**src/rtl/instruction_fetch_stage.sv**
```systemverilog
// Instruction fetch stage: PC register, next-PC selection and the IF/ID pipeline register.
// Define FETCH_PERF_CNT_EN to add the fetch_count performance counter port and register.
module instruction_fetch_stage #(
    parameter logic [31:0] RESET_PC = 32'h00000000
) (
    input  logic        clk,
    input  logic        rst,
    output logic [31:0] imem_addr,
    input  logic [31:0] imem_instr,
    input  logic        stall,
    input  logic        flush,
    input  logic        pc_src,
    input  logic [31:0] branch_target,
    output logic [31:0] if_id_instr,
    output logic [31:0] if_id_pc4,
`ifdef FETCH_PERF_CNT_EN
    output logic        if_id_valid,
    output logic [31:0] fetch_count
`else
    output logic        if_id_valid
`endif
);

    logic [31:0] pc;
    logic [31:0] pc_plus4;
    logic [31:0] pc_next;
    logic        if_id_load;

    assign imem_addr  = pc;
    assign pc_plus4   = pc + 32'd4;
    assign if_id_load = !flush && !stall;

    // A redirect overrides a stall; the low two target bits are masked off.
    always_comb begin
        pc_next = pc;
        if (pc_src) begin
            pc_next = branch_target & ~32'h00000003;
        end else if (!stall) begin
            pc_next = pc_plus4;
        end
    end

    always_ff @(posedge clk) begin
        if (rst) begin
            pc <= RESET_PC;
        end else begin
            pc <= pc_next;
        end
    end

    always_ff @(posedge clk) begin
        if (rst) begin
            if_id_instr <= '0;
            if_id_pc4   <= '0;
            if_id_valid <= 1'b0;
        end else if (flush) begin
            if_id_instr <= '0;
            if_id_pc4   <= pc_plus4;
            if_id_valid <= 1'b0;
        end else if (!stall) begin
            if_id_instr <= imem_instr;
            if_id_pc4   <= pc_plus4;
            if_id_valid <= 1'b1;
        end
    end

`ifdef FETCH_PERF_CNT_EN
    always_ff @(posedge clk) begin
        if (rst) begin
            fetch_count <= '0;
        end else if (if_id_load) begin
            fetch_count <= fetch_count + 32'd1;
        end
    end
`else
    logic unused_load;
    assign unused_load = if_id_load;
`endif

endmodule

```
**config.mk**
```make
export PLATFORM = sky130hd
export DESIGN_NAME = instruction_fetch_stage
export DESIGN_NICKNAME = d
export VERILOG_FILES = /design/src/rtl/instruction_fetch_stage.sv
export SDC_FILE = /design/constraint.sdc
export NUM_CORES = 1
export LEC_CHECK = 0
export ABC_CLOCK_PERIOD_IN_PS = 3820
export CORE_MARGIN = 2
export CORE_UTILIZATION = 48
export DETAILED_ROUTE_END_ITERATION = 8
export GPL_TIMING_DRIVEN = 0
export PLACE_DENSITY = 0.86
export RECOVER_POWER = 25
export SLEW_MARGIN = 20
export SYNTH_ARGS = -nofsm -noshare
export SYNTH_HDL_FRONTEND = slang
export SYNTH_SLANG_ARGS = --single-unit
```
**constraint.sdc**
```tcl
create_clock -name clk -period 3.82 [get_ports clk]
set_input_delay 0.764 -clock clk [delete_from_list [all_inputs] [get_ports clk]]
set_output_delay 0.764 -clock clk [all_outputs]
set_load 0.005 [all_outputs]
```
# Word level (Yosys, flattened, before mapping)
# Cells that the tools add are included.
[classes]
n_reduce_logical = 2
n_eq_ne = 2
add_sub_neg = 1
n_mux = 4
[ops]
columns = ["op", "count"]
rows = [
  ["$mux W32", 4],
  ["$add A32 B3 Y32 const B", 1],
  ["$ne A2 B1 Y1 const B", 2],
  ["$reduce_or A2 Y1", 2],
]
[word_totals]
inputBits = 69
out_inout_bits = 97
ff_bits = 97
word_cells = 14

# Longest topological paths before layout
# Gate-level depths: netlist of run 1.
[logic_depth]
depth_word = 3
mapped_depth = 7
depth_no_buf = 5

# Worst setup path before layout of run 1
# No wires, ideal clock.
[synth_timing]
path_kind = "input port to flip-flop"
from = "in stall"
to = "reg if_id_instr[22]"
path_stages = 6
setup_slack_ps = 1517
n_path_buf = 4
arrival_ps = 2175
required_time_ps = 3692
setup_ps = 128
path_cell_list = "clkbuf_1 clkbuf_1 buf_1 buf_2 mux2i_1 nor2_1"
[synth_rtl]
columns = ["item", "line_no", "source"]
rows = [
  ["start: declaration", "10", "input logic stall,"],
  ["end signal: assignment", "61", "if_id_instr <= imem_instr;"],
  ["end: declaration", "14", "output logic [31:0] if_id_instr,"],
]

==> impl_results.md, run 1 <==
* Status: completed
* Main combinational cell family by area after synthesis: simple AND/OR/NAND/NOR gates
* Post-DP HPWL at around 11,000 um
* DR vias at ~4,700
* Int Pwr at ~1.6 mW
* Hold Crit Class: register to register
* PD cells at 345 mW/mm^2
* FP Rows at 35
* Switching power share of the total at 0.264
* 1st-iter DRT viols at approximately 300
* Synth Area in XOR/XNOR at 0.0413
* Max-cap viol count at 0
* CTS clk-pin slew, worst paths at 0.10 ns
* EDFF count, synth at 0
* Maximum vdd drop at between 0.0002 and 0.00025 V
* CP startpoint kind: input pin
* Pins Over Slew Limit at 0
* Critical Path End Type: register
* Die H at approximately 100 um
* FFs w/ async S/R, synth at 0
* Avg WL per Cell at ~18 um
* Setup_tns at 0 ns
* Hold Violations, Final at 0
* Synth Area in Simple Gates at 0.242
* Clock buffer count from CTS at 9
* CTS Buffer Depth at 2
* Worst EP arrival at about 3.0 ns
* Num ports at ~170
* Seq pwr share at 0.489
* Hold path startpoint: if_id_valid
* Synth Area in Compound Gates at 0.162
* Horiz. Die Dim at 100 um
* Reg2reg end: imem_addr[20]
* Reg2reg path depth at 5
* Multiplexer area fraction after synthesis at 0.0742
* Total track usage at 0.289
* Pleak at 2.37 nW
* Synth Area in Adders at 0.00281
* Flop2flop setup slack at ~1.2 ns
* Final Instance Count excl. Fillers at ~800
* Critical R2R Launch: imem_addr[14]
* Hold Buf Count CTS at 0
* Syn Area/Cell at between 8 and 9 sq um
* Final Cell Area at between 0.006 and 0.007 sq mm
* Critical path required time at between 4 and 5 ns
* Dpl cells at 786
* Port bufs at approximately 160
* CTS tree: built
* Worst Clk Skew at between 0.01 and 0.015 ns
* Htree depth at 3
* Vias per Instance at slightly below 6
* Minimum clock period at 2.75 ns
* Comb power frac at 0.172
* Root cell of the clock tree: clkbuf_8
* Residual DRC at 0
* Most frequent cells in the layout: 111 x clkdlybuf4s50_1, 93 x dfxtp_1, 86 x nor2_1
* Largest net degree at the start of global routing at 16
* Core Area at approximately 0.0091 sq mm
* Routed Antenna Nets at 0
* TritonRoute pass-1 iters at 6
* Worst-margin pin slew at slightly below 0.8 ns
* Initial core utilization at 0.489
* First-pass GRT wire length at ~23,000 um
* Top FF cell, synth: dfxtp_1
* Area growth from synthesis to layout at 43.7%
* Post-CTS Setup Inserts at 0
* Hold Crit Depth at 2
* Die area at 0.0101 sq mm
* Count of cell types in the netlist at 45
* Commonest non-fill, non-tap cell in the layout: clkdlybuf4s50_1
* Crit path kind: input pin to register
* Pre-CTS worst setup slack at around 0.74 ns
* Worst hold endpoint: if_id_valid
* Nets at 756
* Synthesized area at 0.00445 sq mm
* Setup ws final at around 1.1 ns
* Count of state elements after synthesis at 93
* Psw at a little under 0.6 mW
* Max FO, Critical Path at 10
* F_max at approximately 360 MHz
* Unrepaired setup endpoints after global routing: false
* Sequential share of the synthesized area at 0.418
* Slew HR at 0.470
* Initial antenna violation count at 0
* Final wirelength at approximately 14,000 um
* Worst-Skew Late Latency at 0.36 ns
* Ys Warns at 0
* Clk pwr share at 0.339
* Post_cts resized at 0
* Share of cells above drive strength 1 at 0.0449
* Final critical-path share of the clock period at 0.721
* Global placer's final weighted congestion at 0.943
* Fill cells at 719
* Vias in the first global route at 4,644
* # clock sinks at 93
* Post-DP Area at between 0.006 and 0.007 sq mm
* Mapped Cells at ~520
* Overflow after GRT at 0
* N_diodes at 0
* # setup viols final at 0
-- cell usage after synthesis (all sizes together) (2+ instances only) --
cell	n	share of area
dfxtp	93	0.42
nor2	86	0.073
clkbuf	38	0.032
mux2i	33	0.074
a211oi	27	0.046
a311oi	25	0.049
nand2	24	0.020
or3	16	0.022
xnor2	16	0.031
o21ai	15	0.017
or4	15	0.026
nor4	14	0.020
buf	13	0.017
and4	12	0.024
o31ai	12	0.020
inv	11	0.0093
nand4	11	0.019
a21oi	7	0.0079
nor3	7	0.0079
nand3	6	0.0067
xor2	5	0.0098
a2111oi	4	0.0079
a221oi	3	0.0059
nand3b	3	0.0051
nor2b	3	0.0042
or2	3	0.0042
nand2b	2	0.0028
-- routing by layer --
layer,vias up,wire (um),global-route usage
met4,0,369,0.119
met1,2154,5800,0.351
met2,244,6840,0.478
met5,-,0,0
met3,36,1340,0.0850
li1,2230,-,-
-- sequential cells by signal, indices dropped and copies added, names as in the netlist --
signal       count
if_id_valid      1
imem_addr       30
if_id_instr     32
if_id_pc4       30
-- worst max-delay path, cell delays in order --
cell and delay [ns]:
clkbuf_1 0.41, clkbuf_1 0.49, buf_1 0.58, buf_2 0.42, mux2i_1 0.28, nor2_1 0.06
-- final cells by class --
type                       count  area (sq um)  share of cell area
clock buffer                  11           141              0.0221
buffer                        51           218              0.0340
inverter                      11          41.3             0.00645
timing repair buffer         157          1570               0.246
tap                          111           139              0.0217
multi-input combinational    363          2340               0.366
sequential                    93          1860               0.291
clock inverter                 5          83.8              0.0131
-- per-stage QoR --
| stage | power [mW] | util | hold WS (ns) |
|---|---|---|---|
| 3_5_place_dp | 1.49 | 0.678 | 0.448 |
| 2_1_floorplan | 1.25 | - | 0.442 |
| 6_report | 2.21 | 0.702 | 0.458 |
| 3_3_place_gp | 1.48 | 0.678 | 0.435 |
| 5_1_grt | 2.30 | 0.702 | 0.468 |
| 4_1_cts | 2.22 | 0.702 | 0.462 |
-- how the worst max path moves through the flow --
stage,startpoint,to,slack [ns],cells past startpoint
5_1_grt,stall,if_id_instr[27],0.95,6
2_1_floorplan,stall,if_id_instr[22],1.52,6
3_5_place_dp,stall,if_id_instr[25],0.74,6
4_1_cts,stall,if_id_instr[24],1.07,6
3_3_place_gp,stall,if_id_instr[26],0.77,6
6_report,stall,if_id_instr[24],1.07,6
-- cell families (layout without fill, tap and decap cells) --
group | after synthesis | in the layout
and+or+nand+nor | 206 | 206
muxes | 33 | 33
adders and majority gates | 1 | 1
buffers and inverters | 62 | 235
AOI/OAI and AO/OA | 98 | 98
xor gates and xnor gates | 21 | 21
other | 1 | 4
DFF | 93 | 93
-- power groups by stage --
stage / registers (mW) / logic (mW) / clock network [mW]
detailed placement: 1.10 / 0.386 / 0
CTS: 1.08 / 0.389 / 0.748
finish: 1.08 / 0.380 / 0.749
global route: 1.09 / 0.410 / 0.801
floorplan: 1.10 / 0.157 / 0
global placement: 1.10 / 0.378 / 0
(Power assumes the default switching activity.)
==> run 2, diff against run 1 <==
Settings changed: ABC_CLOCK_PERIOD_IN_PS 3820 to 2730, CORE_UTILIZATION 48 to 45, PLACE_DENSITY 0.86 to 0.81.
Clock period 3.82 ns to 2.73 ns, I/O delays scaled along.
==> impl_results.md, run 2 (synthesis gave the netlist of run 1 again) <==
* Most frequent cells in the layout: 111 x clkdlybuf4s50_1, 92 x dfxtp_1, 86 x nor2_1
* First-pass GRT wire length at roughly 22,000 um
* Max reg flops at 32
* Max FO, Critical Path at 10
* Pleak at about 2.4 nW
* Largest net degree at the start of global routing at 18
* Switching power share of the total at 0.289
* Nets at about 760
* Final critical-path share of the clock period at 0.941
* Worst-margin pin slew at between 0.7 and 0.8 ns
* Global routing usage on met1 at 0.336
* CTS Buffer Depth at 2
* Commonest non-fill, non-tap cell in the layout: clkdlybuf4s50_1
* Horiz. Die Dim at around 100 um
* Critical path required time at about 3.0 ns
* Hold Violations, Final at 0
* GRT busiest layer: met2
* Crit path kind: input pin to register
* CP startpoint kind: input pin
* F_max at a little under 400 MHz
* Psw at 0.852 mW
* Total track usage at 0.267
* Final wirelength at about 14,000 um
* Initial antenna violation count at 0
* Clk pwr share at 0.311
* # clock sinks at between 90 and 100
* Pins Over Slew Limit at 0
* Die H at just over 100 um
* FP Rows at 36
* Overflow after GRT at 0
* Die area at 0.0107 sq mm
* DR vias at 4,702
* Post-DP HPWL at ~11,000 um
* Residual DRC at 0
* Status: completed
* Critical Path End Type: register
* Area growth from synthesis to layout at 43.9%
* TritonRoute pass-1 iters at 5
* Global placer's final weighted congestion at 0.925
* 1st-iter DRT viols at around 420
* Hold Crit Class: register to register
* Avg WL per Cell at approximately 17 um
* Worst EP arrival at between 2 and 3 ns
* Routed Antenna Nets at 0
* Post-CTS Setup Inserts at 0
* Reg with most FFs: if_id_instr
* Worst Clk Skew at between 0.009 and 0.01 ns
* N_diodes at 0
* Final Instance Count excl. Fillers at 824
* Int Pwr at between 2 and 2.5 mW
* Root cell of the clock tree: clkbuf_8
* CTS tree: built
* Comb power frac at 0.178
* Met3 Track Usage GR at 0.106
* Seq pwr share at 0.511
* Num ports at around 170
* Vias per Instance at around 5.7
* Htree depth at 3
* CTS clk-pin slew, worst paths at ~0.10 ns
* Worst-Skew Late Latency at about 0.37 ns
* Dpl cells at about 810
* M2 GR Usage at 0.422
* Clock buffer count from CTS at 9
* Minimum clock period at 2.57 ns
* # setup viols final at 0
* Maximum vdd drop at 0.000315 V
* PD cells at roughly 460 mW/mm^2
* Minimum hold slack at roughly 0.46 ns
* Share of cells above drive strength 1 at 0.0521
* Core Area at around 0.0097 sq mm
* Port bufs at between 150 and 200
* Max-cap viol count at 0
* Vias in the first global route at roughly 4,400
* Initial core utilization at 0.460
* Slew HR at 0.478
* Unrepaired setup endpoints after global routing: false
==> run 2: cell count changes in the layout (fill, tap and decap cells not counted), sizes merged <==
cell    before  now
inv         11   15
clkbuf      49   48
clkinv       1    0
bufinv       2    0
==> run 2: stage by stage <==
stage,setup TNS (ns),power (mW),util,setup slack [ns],instance area [sq um]
floorplan,0,1.75,-,0.549,4460
global placement,-1.63,2.07,0.640,-0.185,6200
detailed placement,-1.45,2.08,0.640,-0.180,6200
CTS,0,2.97,0.660,0.0566,6390
global route,0,3.07,0.661,0.0391,6400
finish,0,2.95,0.661,0.161,6400
==> run 2: worst paths after layout <==
check,cells after the start,end,start,slack (ns)
setup reg to reg,6,imem_addr[31],imem_addr[4],0.20
setup / recovery,6,if_id_instr[27],stall,0.16
hold reg to reg,2,if_id_valid,if_id_valid,0.46
hold / removal,2,if_id_valid,if_id_valid,0.46
==> run 2: area by class of cell <==
class	instances	area, sq um
Clock inverter	6	50.0
Fill cell	794	3280
Buffer	51	219
Sequential cell	93	1860
Timing Repair Buffer	157	1570
Tap cell	133	166
Clock buffer	10	138
Multi-Input combinational cell	363	2350
Inverter	11	41.3
==> run 2: worst max-delay path: stages <==
cell,delay [ns]
clkbuf_1,0.43
clkbuf_1,0.50
buf_1,0.62
buf_2,0.40
mux2i_1,0.26
nor2_1,0.06
==> run 2: power by group through the flow <==
stage / Sequential (mW) / Combinational [mW] / Clock, mW
after global placement: 1.54 / 0.530 / 0
after global routing: 1.52 / 0.577 / 0.969
after CTS: 1.51 / 0.538 / 0.923
final: 1.51 / 0.525 / 0.918
after floorplan: 1.53 / 0.220 / 0
after detailed placement: 1.54 / 0.536 / 0
==> run 2: repair_timing <==
item	CTS	global route
hold buffers	0	0
setup endpoints to repair	0	8
resized for setup	0	5
==> run 2: routing by layer <==
layer  share of wire  routed length (um)  up-vias
met1            0.40                5690     2159
li1                -                   -     2239
met5               0                   0        -
met4           0.021                 291        0
met2            0.46                6520      273
met3            0.12                1670       31
==> run 3, diff against run 2 <==
Settings changed: GPL_TIMING_DRIVEN 0 to not set, PLACE_DENSITY 0.81 to 0.92.
==> impl_results.md, run 3 (synthesis gave the netlist of run 1 again) <==
* Residual DRC at 0
* Total track usage at 0.242
* Routed Antenna Nets at 0
* Worst-margin pin slew at approximately 1.2 ns
* Worst EP arrival at 2.70 ns
* First-pass GRT wire length at roughly 20,000 um
* Commonest non-fill, non-tap cell in the layout: clkdlybuf4s50_1
* Nets at roughly 700
* Status: completed
* Fill cells at 799
* 1st-iter DRT viols at 300
* Flop2flop setup slack at 0.30 ns
* Core Area at about 0.0097 sq mm
* Unrepaired setup endpoints after global routing: false
* Minimum clock period at approximately 2.5 ns
* # setup viols final at 0
* Root cell of the clock tree: clkbuf_8
* Setup_tns at 0 ns
* Worst Clk Skew at between 0.015 and 0.02 ns
* CP startpoint kind: input pin
* Pleak at 2.30 nW
* Pins Over Slew Limit at 0
* Worst-Skew Late Latency at about 0.35 ns
* Port bufs at roughly 160
* Max FO, Critical Path at between 50 and 60
* Total chip power at between 3 and 4 mW
* PD cells at about 480 mW/mm^2
* # clock sinks at between 90 and 100
* Slew HR at 0.203
* Max reg flops at 32
* CTS clk-pin slew, worst paths at about 0.08 ns
* Initial core utilization at 0.460
* Vias in the first global route at between 4,000 and 5,000
* Area growth from synthesis to layout at 41.5%
* Most frequent cells in the layout: 125 x clkdlybuf4s50_1, 93 x dfxtp_1, 86 x nor2_1
* Vias per Instance at between 5 and 6
* CTS Buffer Depth at 2
* Global placer's final weighted congestion at a little over 0.9
* Critical path required time at a little under 3 ns
* Avg WL per Cell at between 15 and 20 um
* Maximum vdd drop at approximately 0.00031 V
* Initial antenna violation count at 0
* Hold Violations, Final at 0
* Reg with most FFs: if_id_instr
* Hold Buf Count CTS at 0
* Final critical-path share of the clock period at 0.904
* Crit path kind: input pin to register
* Overflow after GRT at 0
* N_diodes at 0
* Post-CTS Setup Inserts at 0
* Die H at 103 um
* Max-cap viol count at 0
* Critical Path End Type: register
* Share of cells above drive strength 1 at 0.0551
* Horiz. Die Dim at 103 um
* Num ports at around 170
* F_max at around 400 MHz
* Area occupied by multi-input gates at approximately 0.0023 sq mm
* Post_cts resized at 0
* Hold Crit Class: register to register
* TritonRoute pass-1 iters at 5
* Die area at 0.0107 sq mm
* FP Rows at 36
* DR vias at about 4,400
* Clock buffer count from CTS at 9
* CTS tree: built
* Largest net degree at the start of global routing at 62
* Htree depth at 3
* Register area at 0.00186 sq mm
* Post-DP HPWL at 9390 um
* Final wirelength at ~13,000 um
## run 3: cell count changes in the layout (fill, tap and decap cells not counted), sizes merged
cell and change:
inv -4, clkinv +1, buf -1, clkbuf -35
clkinvlp -1, bufinv +2, dlygate4sd3 -14, clkdlybuf4s50 +14
## run 3: worst max-delay path: stages
cell and delay [ns]:
buf_2 0.20, clkbuf_2 0.85, nand2b_2 0.07, clkbuf_4 0.42, and4_1 0.35, nor4_1 0.25
## run 3: routing by layer
| metal | wire [um] | vias to the layer above | track usage |
|---|---|---|---|
| li1 | - | 2164 | - |
| met1 | 5230 | 2040 | 0.302 |
| met2 | 6290 | 203 | 0.401 |
| met3 | 1210 | 14 | 0.0766 |
| met4 | 174 | 0 | 0.0688 |
| met5 | 0 | - | 0 |
## run 3: metrics by stage
| step | setup slack (ns) | hold WS (ns) | cell area [sq um] | instances | utilization |
|---|---|---|---|---|---|
| after floorplan | 0.549 | 0.442 | 4460 | 518 | - |
| after global placement | 0.423 | 0.433 | 6100 | 771 | 0.630 |
| after detailed placement | 0.327 | 0.454 | 6100 | 771 | 0.630 |
| after CTS | 0.309 | 0.464 | 6310 | 786 | 0.652 |
| after global routing | 0.0344 | 0.493 | 6300 | 786 | 0.650 |
| final | 0.262 | 0.453 | 6300 | 786 | 0.650 |
## run 3: worst paths after layout
| path | cells after the start | startpoint | end |
|---|---|---|---|
| max reg2reg | 6 | imem_addr[2] | if_id_pc4[28] |
| min reg2reg | 2 | if_id_valid | if_id_valid |
| min | 2 | if_id_valid | if_id_valid |
| max | 6 | stall | if_id_pc4[28] |
## run 3: where the power goes
group	internal [mW]	total (mW)	switching, mW
sequential	1.43	1.52	0.0890
combinational	0.297	0.498	0.202
clock	0.536	1.00	0.465
total	2.27	3.02	0.755
## run 3: layout make-up
class | instances | area share
inverter | 11 | 0.00656
sequential | 93 | 0.296
timing repair buffer | 171 | 0.265
clock buffer | 11 | 0.0225
clock inverter | 4 | 0.0115
tap | 133 | 0.0264
multi-input combinational | 363 | 0.372
